===== src/rtl/pipe_hazard_ctrl.sv =====
// pipe_hazard_ctrl -- pipeline sequencing controller for the IF/ID/EX1/EX2/WB pipe.
// Tracks instructions in flight through EX1, EX2 and WB in shadow registers. It drives
// the enable, bubble and flush strobes of every pipeline register. It also generates the
// EX1 operand forwarding selects and runs the multi-cycle MUL stall counter in EX2.
// Optional feature macro: HAZ_FWD_EN.
//   Defined   : EX2/WB forwarding into EX1. Only a load-use pair stalls ID.
//   Undefined : forwarding selects are tied to 00. ID stalls while any in-flight stage
//               writes one of its used sources.
module pipe_hazard_ctrl #(
    parameter int MUL_LAT = 3
) (
    input  logic        clk,
    input  logic        rst,
    input  logic        id_valid,
    input  logic [3:0]  id_rs1,
    input  logic [3:0]  id_rs2,
    input  logic        id_rs1_used,
    input  logic        id_rs2_used,
    input  logic [3:0]  id_rd,
    input  logic        id_wr,
    input  logic        id_is_load,
    input  logic        id_is_mul,
    input  logic        ex1_redirect,
    output logic        pc_en,
    output logic        if_id_en,
    output logic        if_id_flush,
    output logic        id_ex1_en,
    output logic        id_ex1_bubble,
    output logic        ex1_ex2_en,
    output logic        ex2_wb_bubble,
    output logic [1:0]  fwd_rs1_sel,
    output logic [1:0]  fwd_rs2_sel,
    output logic [15:0] stall_cnt
);

    // One shadow entry per stage. The source fields only matter for EX1.
    typedef struct packed {
        logic       valid;
        logic [3:0] rd;
        logic       wr;
        logic       load;
        logic       mul;
        logic [3:0] rs1;
        logic [3:0] rs2;
        logic       rs1_used;
        logic       rs2_used;
    } stage_t;

    localparam logic [3:0] MUL_CNT_INIT = 4'(MUL_LAT - 1);

    stage_t      ex1_q, ex1_d;
    stage_t      ex2_q, ex2_d;
    stage_t      wb_q, wb_d;
    stage_t      id_stage;
    logic [3:0]  mul_cnt_q, mul_cnt_d;
    logic [15:0] stall_cnt_q, stall_cnt_d;
    logic        mul_busy;
    logic        id_hazard;

    // A stage produces a value for source rs when it is live, writes a register, and that
    // register is not r0.
    function automatic logic src_hit(input stage_t s, input logic [3:0] rs, input logic used);
        return s.valid & s.wr & (s.rd != 4'd0) & (s.rd == rs) & used;
    endfunction

    assign id_stage = '{valid: id_valid, rd: id_rd, wr: id_wr, load: id_is_load,
                        mul: id_is_mul, rs1: id_rs1, rs2: id_rs2,
                        rs1_used: id_rs1_used, rs2_used: id_rs2_used};

    assign mul_busy  = (mul_cnt_q != 4'd0);
    assign stall_cnt = stall_cnt_q;

`ifdef HAZ_FWD_EN
    // Load-use: a load in EX1 returns its data too late for the instruction in ID, even with forwarding.
    always_comb begin
        id_hazard = id_valid & ex1_q.load &
                    (src_hit(ex1_q, id_rs1, id_rs1_used) | src_hit(ex1_q, id_rs2, id_rs2_used));
    end

    // EX2 beats WB because it is younger. A load in EX2 has no data yet, so it is not forwarded.
    function automatic logic [1:0] fwd_pick(input stage_t e2, input stage_t wb,
                                            input logic [3:0] rs, input logic used);
        if (src_hit(e2, rs, used) && !e2.load)
            return 2'b01;
        else if (src_hit(wb, rs, used))
            return 2'b10;
        else
            return 2'b00;
    endfunction

    // EX1 operand selects are re-evaluated every cycle, including while EX1 is frozen.
    always_comb begin
        fwd_rs1_sel = 2'b00;
        fwd_rs2_sel = 2'b00;
        if (!rst) begin
            fwd_rs1_sel = fwd_pick(ex2_q, wb_q, ex1_q.rs1, ex1_q.valid & ex1_q.rs1_used);
            fwd_rs2_sel = fwd_pick(ex2_q, wb_q, ex1_q.rs2, ex1_q.valid & ex1_q.rs2_used);
        end
    end

    logic unused_shadow;
    assign unused_shadow = ^{ex2_q.mul, ex2_q.rs1, ex2_q.rs2, ex2_q.rs1_used, ex2_q.rs2_used,
                             wb_q.load, wb_q.mul, wb_q.rs1, wb_q.rs2, wb_q.rs1_used,
                             wb_q.rs2_used};
`else
    // Without forwarding a consumer waits until every producer of its sources has left WB.
    // The regfile has no write-through.
    always_comb begin
        id_hazard = id_valid &
                    (src_hit(ex1_q, id_rs1, id_rs1_used) | src_hit(ex1_q, id_rs2, id_rs2_used) |
                     src_hit(ex2_q, id_rs1, id_rs1_used) | src_hit(ex2_q, id_rs2, id_rs2_used) |
                     src_hit(wb_q,  id_rs1, id_rs1_used) | src_hit(wb_q,  id_rs2, id_rs2_used));
    end

    assign fwd_rs1_sel = 2'b00;
    assign fwd_rs2_sel = 2'b00;

    logic unused_shadow;
    assign unused_shadow = ^{ex1_q.load, ex1_q.rs1, ex1_q.rs2, ex1_q.rs1_used, ex1_q.rs2_used,
                             ex2_q.load, ex2_q.mul, ex2_q.rs1, ex2_q.rs2, ex2_q.rs1_used,
                             ex2_q.rs2_used, wb_q.load, wb_q.mul, wb_q.rs1, wb_q.rs2,
                             wb_q.rs1_used, wb_q.rs2_used};
`endif

    // Strobe priority is MUL hold, then redirect, then the ID hazard stall. Everything runs while reset is asserted.
    always_comb begin
        pc_en         = 1'b1;
        if_id_en      = 1'b1;
        if_id_flush   = 1'b0;
        id_ex1_en     = 1'b1;
        id_ex1_bubble = 1'b0;
        ex1_ex2_en    = 1'b1;
        ex2_wb_bubble = 1'b0;
        if (!rst) begin
            if (mul_busy) begin
                // The MUL sits in EX2. Everything behind it freezes, so a redirect
                // resolved in the held EX1 waits until EX1 moves again.
                pc_en         = 1'b0;
                if_id_en      = 1'b0;
                id_ex1_en     = 1'b0;
                ex1_ex2_en    = 1'b0;
                ex2_wb_bubble = 1'b1;
            end else if (ex1_redirect) begin
                if_id_flush   = 1'b1;
                id_ex1_bubble = 1'b1;
            end else if (id_hazard) begin
                pc_en         = 1'b0;
                if_id_en      = 1'b0;
                id_ex1_bubble = 1'b1;
            end
        end
    end

    // Shadows advance exactly as the real pipeline registers do. The MUL counter and the stall counter update here too.
    always_comb begin
        ex1_d       = ex1_q;
        ex2_d       = ex2_q;
        wb_d        = wb_q;
        mul_cnt_d   = mul_cnt_q;
        stall_cnt_d = stall_cnt_q;

        wb_d = ex2_wb_bubble ? '0 : ex2_q;
        if (ex1_ex2_en)
            ex2_d = ex1_q;
        if (id_ex1_en)
            ex1_d = id_ex1_bubble ? '0 : id_stage;

        if (ex1_ex2_en && ex1_q.valid && ex1_q.mul)
            mul_cnt_d = MUL_CNT_INIT;
        else if (mul_busy)
            mul_cnt_d = mul_cnt_q - 4'd1;

        // A redirect costs a cycle but is not counted as a stall. The count saturates instead of wrapping.
        if ((mul_busy || id_hazard) && (stall_cnt_q != 16'hFFFF))
            stall_cnt_d = stall_cnt_q + 16'd1;
    end

    // State registers. Reset empties the shadows and aborts any MUL count in progress.
    always_ff @(posedge clk or posedge rst) begin
        if (rst) begin
            ex1_q       <= '0;
            ex2_q       <= '0;
            wb_q        <= '0;
            mul_cnt_q   <= 4'd0;
            stall_cnt_q <= 16'd0;
        end else begin
            ex1_q       <= ex1_d;
            ex2_q       <= ex2_d;
            wb_q        <= wb_d;
            mul_cnt_q   <= mul_cnt_d;
            stall_cnt_q <= stall_cnt_d;
        end
    end

endmodule


===== config.mk =====
export PLATFORM = sky130hd
export DESIGN_NAME = pipe_hazard_ctrl
export DESIGN_NICKNAME = d
export VERILOG_FILES = /design/src/rtl/pipe_hazard_ctrl.sv
export SDC_FILE = /design/constraint.sdc
export NUM_CORES = 1
export LEC_CHECK = 0
export ABC_AREA = 1
export CAP_MARGIN = 20
export CORE_ASPECT_RATIO = 0.75
export CORE_MARGIN = 2
export CORE_UTILIZATION = 47
export DETAILED_ROUTE_END_ITERATION = 10
export PLACE_DENSITY = 0.74
export REMOVE_ABC_BUFFERS = 1
export SETUP_SLACK_MARGIN = 0.05
export SLEW_MARGIN = 0
export SYNTH_ARGS = -nofsm -noshare
export SYNTH_HDL_FRONTEND = slang
export SYNTH_SLANG_ARGS = --single-unit

===== constraint.sdc =====
create_clock -name clk -period 3.28 [get_ports clk]
set_input_delay 0.656 -clock clk [delete_from_list [all_inputs] [get_ports clk]]
set_output_delay 0.656 -clock clk [all_outputs]
set_load 0.005 [all_outputs]

==> impl_results.md, run 1 <==
- Run status: finished, final reports clean
- Area fraction in compound gates after synthesis: a little under 4%
- GRT Util Overall: 21.6%
- Post-DP HPWL: 4170 um
- Async SR Flop Fraction: 100%
- Worst endpoint required time: 2.62 ns
- Worst Setup Start Kind: flip-flop
- Count of different cell masters after synthesis: 26
- Yosys top cell area share: 39.5%
- Worst vdd ir: 0.000465 V
- Initial core utilization: 49.6%
- Number of nets in the layout: 432
- Dominant cells by area after synthesis: dfrtp_1 (39%), nand2_1 (20%), nand3_1 (8.1%), nor2_1 (6.8%), inv_1 (6.5%)
- Worst Skew: 0.00672 ns
- DRT iter0 DRCs: 148
- Post-synthesis register bit count: 39
- Syn Area/Cell: 6.83 um2
- Synth Area in Adders: 1.01%
- Leakage: ~1.7 nW
- CORE AREA: around 5000 um2
- Total Power Consumption: 1.94 mW
- Pwr dens: 635 nW/um2
- Highest clock rate: 0.339 GHz
- DP Area: approximately 3000 um2
- Clock transition at path regs: 0.07 ns
- Via Count: around 2300
- Clk Latency, worst-skew pair: between 0.2 and 0.3 ns
- I/O Buffers: 42
- CTS HTree Levels: 2
- Syn Inst Count: 362
- Area of the multi-input gates: ~1300 um2
- Largest stage delay, worst path: roughly 0.50 ns
- Post-synth top cells: nand2_1 (129), nor2_1 (45), inv_1 (43)
- Synth Area in XOR/XNOR: about 6.4%
- Largest net degree at the start of global routing: 40
- Setup_tns: 0 ns
- CTS tree: built
- Worst flop-to-flop path startpoint: stall_cnt[0]$_DFFE_PP0P_
- Cell accounting for the most synthesized area: dfrtp_1
- Mean routed wirelength per cell: 11.5 um
- Post-synthesis sequential area ratio: 39.5%
- Hold Path Stages: 2
- Grt total ovfl: 0
- Critical path type: reg2out
- Layout cells sized above 1: 4.90%
- Cells on worst reg2reg path: 7
- RSZ-0062 raised after global routing: false
- Drt total wl: approximately 5500 um
- Synth-to-layout area growth: 23.5%
- Ys Warns: 0
- Fin crit period: approximately 3 ns
- Die Ht: roughly 67 um
- Largest family of logic cells by synthesized area: simple AND/OR/NAND/NOR gates
- Ports: 48
- Max-slew violations: 0
- Via/cell ratio: 4.82
- Worst setup EP type: primary output
- WHS Endpoint: ex1_q[10]$_DFFE_PP0N_
- Clock Tree Root: clkbuf_8
- CP Cell Sequence: inv_1 -> ha_1 -> nand2_1 -> nor2_2 -> nand2_1 -> nor2_1 -> inv_1 -> nand2_1 -> clkdlybuf4s50_1
- Multiplexer area fraction after synthesis: 0%
- Synthesized cell area: 2470 um2
- Final hold violation count: 0
- Final core utilization: 61.3%
- Post-DRT Antenna Nets: 0
- Post-synth EDFFs: 0
- CP max-delay cell: clkdlybuf4s50_1
- HP Start: ex1_q[10]$_DFFE_PP0N_
- Vias in the first global route: 2117
- Clock buffer count from CTS: 5
- CTS Sinks: 39
- Max Cap Viol: 0
- Count leader, synth: nand2_1
- Initial antenna violation count: 0
- Diodes inserted: 0
- Die Wd: 87.7 um
- Period utilization: 89.9%
- Count of final setup violators: 0
- # rows: 22
- Hold Worst Slack: 0.488 ns
- Min-delay worst type: reg2reg
- First drt pass iteration count: 4
- Reg area: ~1000 um2
- Max clock buf depth: 2
- CP arrival: 2.29 ns
- Worst-path maximum fanout: 8
- Synth Area in Simple Gates: 39.0%
- Design Area, Final: 3050 um2
- Synth Flop Type: dfrtp_1
- First-pass GRT wire length: 9780 um
- R2r setup slk: 1.12 ns
- Die area: 5860 um2
- Fillers: 452
- GPL Wtd Cong: 0.889
- Top cell by count, worst path: nand2_1
- Worst reg2reg path endpoint: stall_cnt[2]$_DFFE_PP0P_
- Drt drc: 0
critical path: cells and delay by family (launching register included):
| family | cells | cell delay [ns] |
|---|---|---|
| AND/OR/NAND/NOR | 5 | 0.71 |
| buffers and inverters | 3 | 0.74 |
| adder cells (fa/ha/maj) | 1 | 0.17 |
| flip-flops | 1 | 0.39 |
stage by stage:
step | instances | setup WS (ns)
floorplan | 354 | 0.859
global placement | 474 | 0.0952
detailed placement | 474 | 0.0655
CTS | 480 | 0.0581
global route | 480 | 0.108
finish | 480 | 0.331
report_power, final:
group	total (mW)	switching, mW	internal (mW)
Combinational	0.846	0.477	0.369
Sequential	0.797	0.163	0.634
Clock	0.295	0.153	0.142
Total	1.94	0.793	1.14
metal layers:
metal	wire [um]	global-route usage, %	vias up
met5	0	0	-
met4	19	4.81	0
met3	375	4.71	3
met2	2310	32.0	69
met1	2820	31.9	1039
li1	-	-	1201
kinds of logic after synthesis:
group                    after synthesis
buffers and inverters                 58
flip-flops                            39
XOR/XNOR                              18
AO/OA/AOI/OAI                         18
other                                  1
adder cells (fa/ha/maj)                2
AND/OR/NAND/NOR                      226
registers in the layout, summed over array words and instances (netlist names):
name       count
mul_cnt_q      4
wb_q           6
ex1_q          7
ex2_q          6
stall_cnt     16
what timing repair did:
item / CTS / global route
pin swaps: 0 / 0
gates cloned: 0 / 0
resized for setup: 1 / 7
hold buffers: 0 / 0
endpoints found under the setup margin: 1 / 3
setup buffers: 0 / 0
area by class of cell:
cell class | count | area share, %
Clock buffer | 6 | 2.38
Inverter | 47 | 5.78
Multi-Input combinational cell | 268 | 41.1
Sequential cell | 39 | 32.0
Tap cell | 72 | 2.95
Timing Repair Buffer | 48 | 15.8
cell usage in the layout (no fill, tap or decap), types with 3 or more instances in the layout:
cell / count
o21ai_0: 13
dlymetal6s2s_1: 7
dfrtp_1: 39
inv_2: 3
nand3_1: 40
xor2_1: 10
nor3_1: 3
a21oi_1: 3
inv_1: 43
nand2_1: 129
xnor2_1: 8
clkdlybuf4s50_1: 34
buf_4: 6
nor2_1: 45
conb_1: 4
clkbuf_8: 5
worst max-delay path by stage:
stage                     to                startpoint
3_5_place_dp        if_id_en                 id_rs2[1]
3_3_place_gp   id_ex1_bubble                 id_rs2[0]
2_1_floorplan       if_id_en                       rst
6_report       id_ex1_bubble  mul_cnt_q[0]$_DFFE_PP0P_
4_1_cts             if_id_en                 id_rs2[0]
5_1_grt        id_ex1_bubble  mul_cnt_q[0]$_DFFE_PP0P_
(Power assumes the default switching activity.)
==> run 2: changes to the inputs <==
--- a/config.mk
+++ b/config.mk
@@ -11,7 +11,8 @@
 export CORE_MARGIN = 2
 export CORE_UTILIZATION = 47
 export DETAILED_ROUTE_END_ITERATION = 10
-export PLACE_DENSITY = 0.74
+export GPL_ROUTABILITY_DRIVEN = 0
+export PLACE_DENSITY = 0.71
 export REMOVE_ABC_BUFFERS = 1
 export SETUP_SLACK_MARGIN = 0.05
 export SLEW_MARGIN = 0
==> constraint.sdc (replaced) <==
create_clock -name clk -period 3.4 [get_ports clk]
set_input_delay 0.68 -clock clk [delete_from_list [all_inputs] [get_ports clk]]
set_output_delay 0.68 -clock clk [all_outputs]
set_load 0.005 [all_outputs]
==> impl_results.md, run 2 (synthesis results as in run 1) <==
- Run status: finished, final reports clean
- CP max-delay cell: clkdlybuf4s50_1
- Layout Cells excl Fill: 480 (unchanged)
- Critical path type: in2out
- Leakage: 1.67 nW (+0.33%)
- Vias in the first global route: 2178 (+2.9%)
- Top cell by count, worst path: nand2_1
- Via Count: 2335 (+0.99%)
- Drt drc: 0 (unchanged)
- Met1 usage: 33.5% (+1.6 points)
- Worst endpoint required time: 2.72 ns (+0.10 ns)
- Clk Latency, worst-skew pair: 0.28 ns (about the same)
- Clock transition at path regs: 0.07 ns (about the same)
- Post-DP HPWL: 4180 um (+0.33%)
- Ports: 48 (unchanged)
- Clock buffer count from CTS: 5 (unchanged)
- GRT Max-Usage Layer: met1
- Grt total ovfl: 0 (unchanged)
- RSZ-0062 raised after global routing: false
- Setup_tns: 0 ns (unchanged)
- Pwr dens: 612 nW/um2 (-3.6%)
- First-pass GRT wire length: 9910 um (+1.3%)
- Via/cell ratio: 4.86 (+0.99%)
- CP arrival: 2.50 ns (+0.21 ns)
- Synth-to-layout area growth: 23.8%
- DRT iter0 DRCs: 190 (+28%)
- Number of nets in the layout: 432 (unchanged)
- Mean routed wirelength per cell: 11.7 um (+1.9%)
- Hold Worst Slack: 0.486 ns (-0.00250 ns)
- Largest net degree at the start of global routing: 40 (unchanged)
- Max clock buf depth: 2 (unchanged)
- # placed instances: 474 (unchanged)
- Highest clock rate: 0.314 GHz
- Max Cap Viol: 0 (unchanged)
- Post-DRT Antenna Nets: 0 (unchanged)
- Drt total wl: 5630 um (+1.9%)
- CTS tree: built
- Worst vdd ir: 0.000376 V (-19%)
- CTS HTree Levels: 2 (unchanged)
- Slew HR: 66.6%
- Commonest cells after routing, fill and taps aside: nand2_1 (128), nor2_1 (45), inv_1 (43), nand3_1 (40), dfrtp_1 (39)
- CP Cell Sequence: clkdlybuf4s50_1 -> inv_1 -> nand2_1 -> nand2_1 -> nor2_1 -> nand3_1 -> nand3_1 -> nand2_1 -> nand2_2 -> nand3_1 -> nand2_1 -> clkdlybuf4s50_1
- First drt pass iteration count: 4 (unchanged)
- Place WS: 0.148 ns (+0.0828 ns)
- Initial core utilization: 49.6% (unchanged)
- Period utilization: a little over nine tenths
- DP Area: 2960 um2 (unchanged)
- Met3 Resource Use GR: 3.84% (-0.87 points)
- Fin crit period: approximately 3.2 ns
- Worst Setup Start Kind: input port
- CTS Sinks: 39 (unchanged)
- Worst setup EP type: primary output
- Initial antenna violation count: 0 (unchanged)
- Largest stage delay, worst path: 0.51 ns (about the same)
- GR Util met2: 31.7% (-0.28 points)
- # rows: 22 (unchanged)
- Fillers: 469 (+3.8%)
- Worst Skew: 0.00631 ns (-0.000409 ns)
- Most common cell after layout, fill and taps aside: nand2_1
- Min-delay worst type: reg2reg
- Max reg flops: 16 (unchanged)
- Max-slew violations: 0 (unchanged)
- Die area: 5860 um2 (unchanged)
- Slew @ Worst Pin: 0.502 ns
- Layout cells sized above 1: 5.15% (+0.25 points)
- Diodes inserted: 0 (unchanged)
- Design Area, Final: 3060 um2 (+0.20%)
- Hold Buf Count CTS: 0 (unchanged)
- Final worst slack: 0.215 ns (-0.116 ns)
- Die Wd: 87.7 um (unchanged)
- Count of final setup violators: 0 (unchanged)
- GRT Util Overall: 21.8% (+0.27 points)
- Final hold violation count: 0 (unchanged)
- Worst-path maximum fanout: 4 (-4)
- Die Ht: 66.8 um (unchanged)
- CORE AREA: 4980 um2 (unchanged)
- Clock Tree Root: clkbuf_8
- I/O Buffers: 42 (unchanged)
## run 2: layout make-up
class,count,area (um2),area share (%)
Inverter,47,176,5.77
Timing Repair Buffer,48,485,15.9
Multi-Input combinational cell,268,1260,41.1
Tap cell,72,90.1,2.94
Clock buffer,6,72.6,2.37
Sequential cell,39,976,31.9
## run 2: final timing paths
kind / start / endpoint / slack [ns] / cells after the start
max: id_rs2[3] / id_ex1_bubble / 0.22 / 12
max in group asynchronous: rst / ex2_q[17]$_DFFE_PP0N_ / 2.11 / 3
max reg2reg: stall_cnt[0]$_DFFE_PP0P_ / stall_cnt[0]$_DFFE_PP0P_ / 1.24 / 7
min: ex1_q[10]$_DFFE_PP0N_ / ex1_q[10]$_DFFE_PP0N_ / 0.49 / 2
min reg2reg: ex1_q[10]$_DFFE_PP0N_ / ex1_q[10]$_DFFE_PP0N_ / 0.49 / 2
min in group asynchronous: rst / ex2_q[16]$_DFFE_PP0N_ / 0.95 / 3
## run 2: worst max-delay path, delay by kind of cell
family / cells / cell delay [ns]
buffers and inverters: 3 / 1.09
AND/OR/NAND/NOR: 9 / 0.74
## run 2: metrics by stage
step           util (%)  total power, mW
2_1_floorplan         -             1.27
3_3_place_gp       59.5             1.57
3_5_place_dp       59.5             1.59
4_1_cts            60.9             1.89
5_1_grt            61.4             2.06
6_report           61.4             1.87
## run 2: repair_timing
item                                   4_1_cts  5_1_grt
setup buffers                                0        0
endpoints found under the hold margin        0        0
gates resized for setup                      0        9
setup endpoints to repair                    0        3
## run 2: per-layer routing
layer  wire length (um)  vias up
met3                399        2
met4                 17        0
met1               2940     1057
met5                  0        -
li1                   -     1200
met2               2270       76
## run 2: where the power goes
group	total, mW	switching [mW]	internal [mW]
combinational	0.814	0.459	0.355
clock	0.288	0.151	0.137
sequential	0.769	0.157	0.611
total	1.87	0.768	1.10
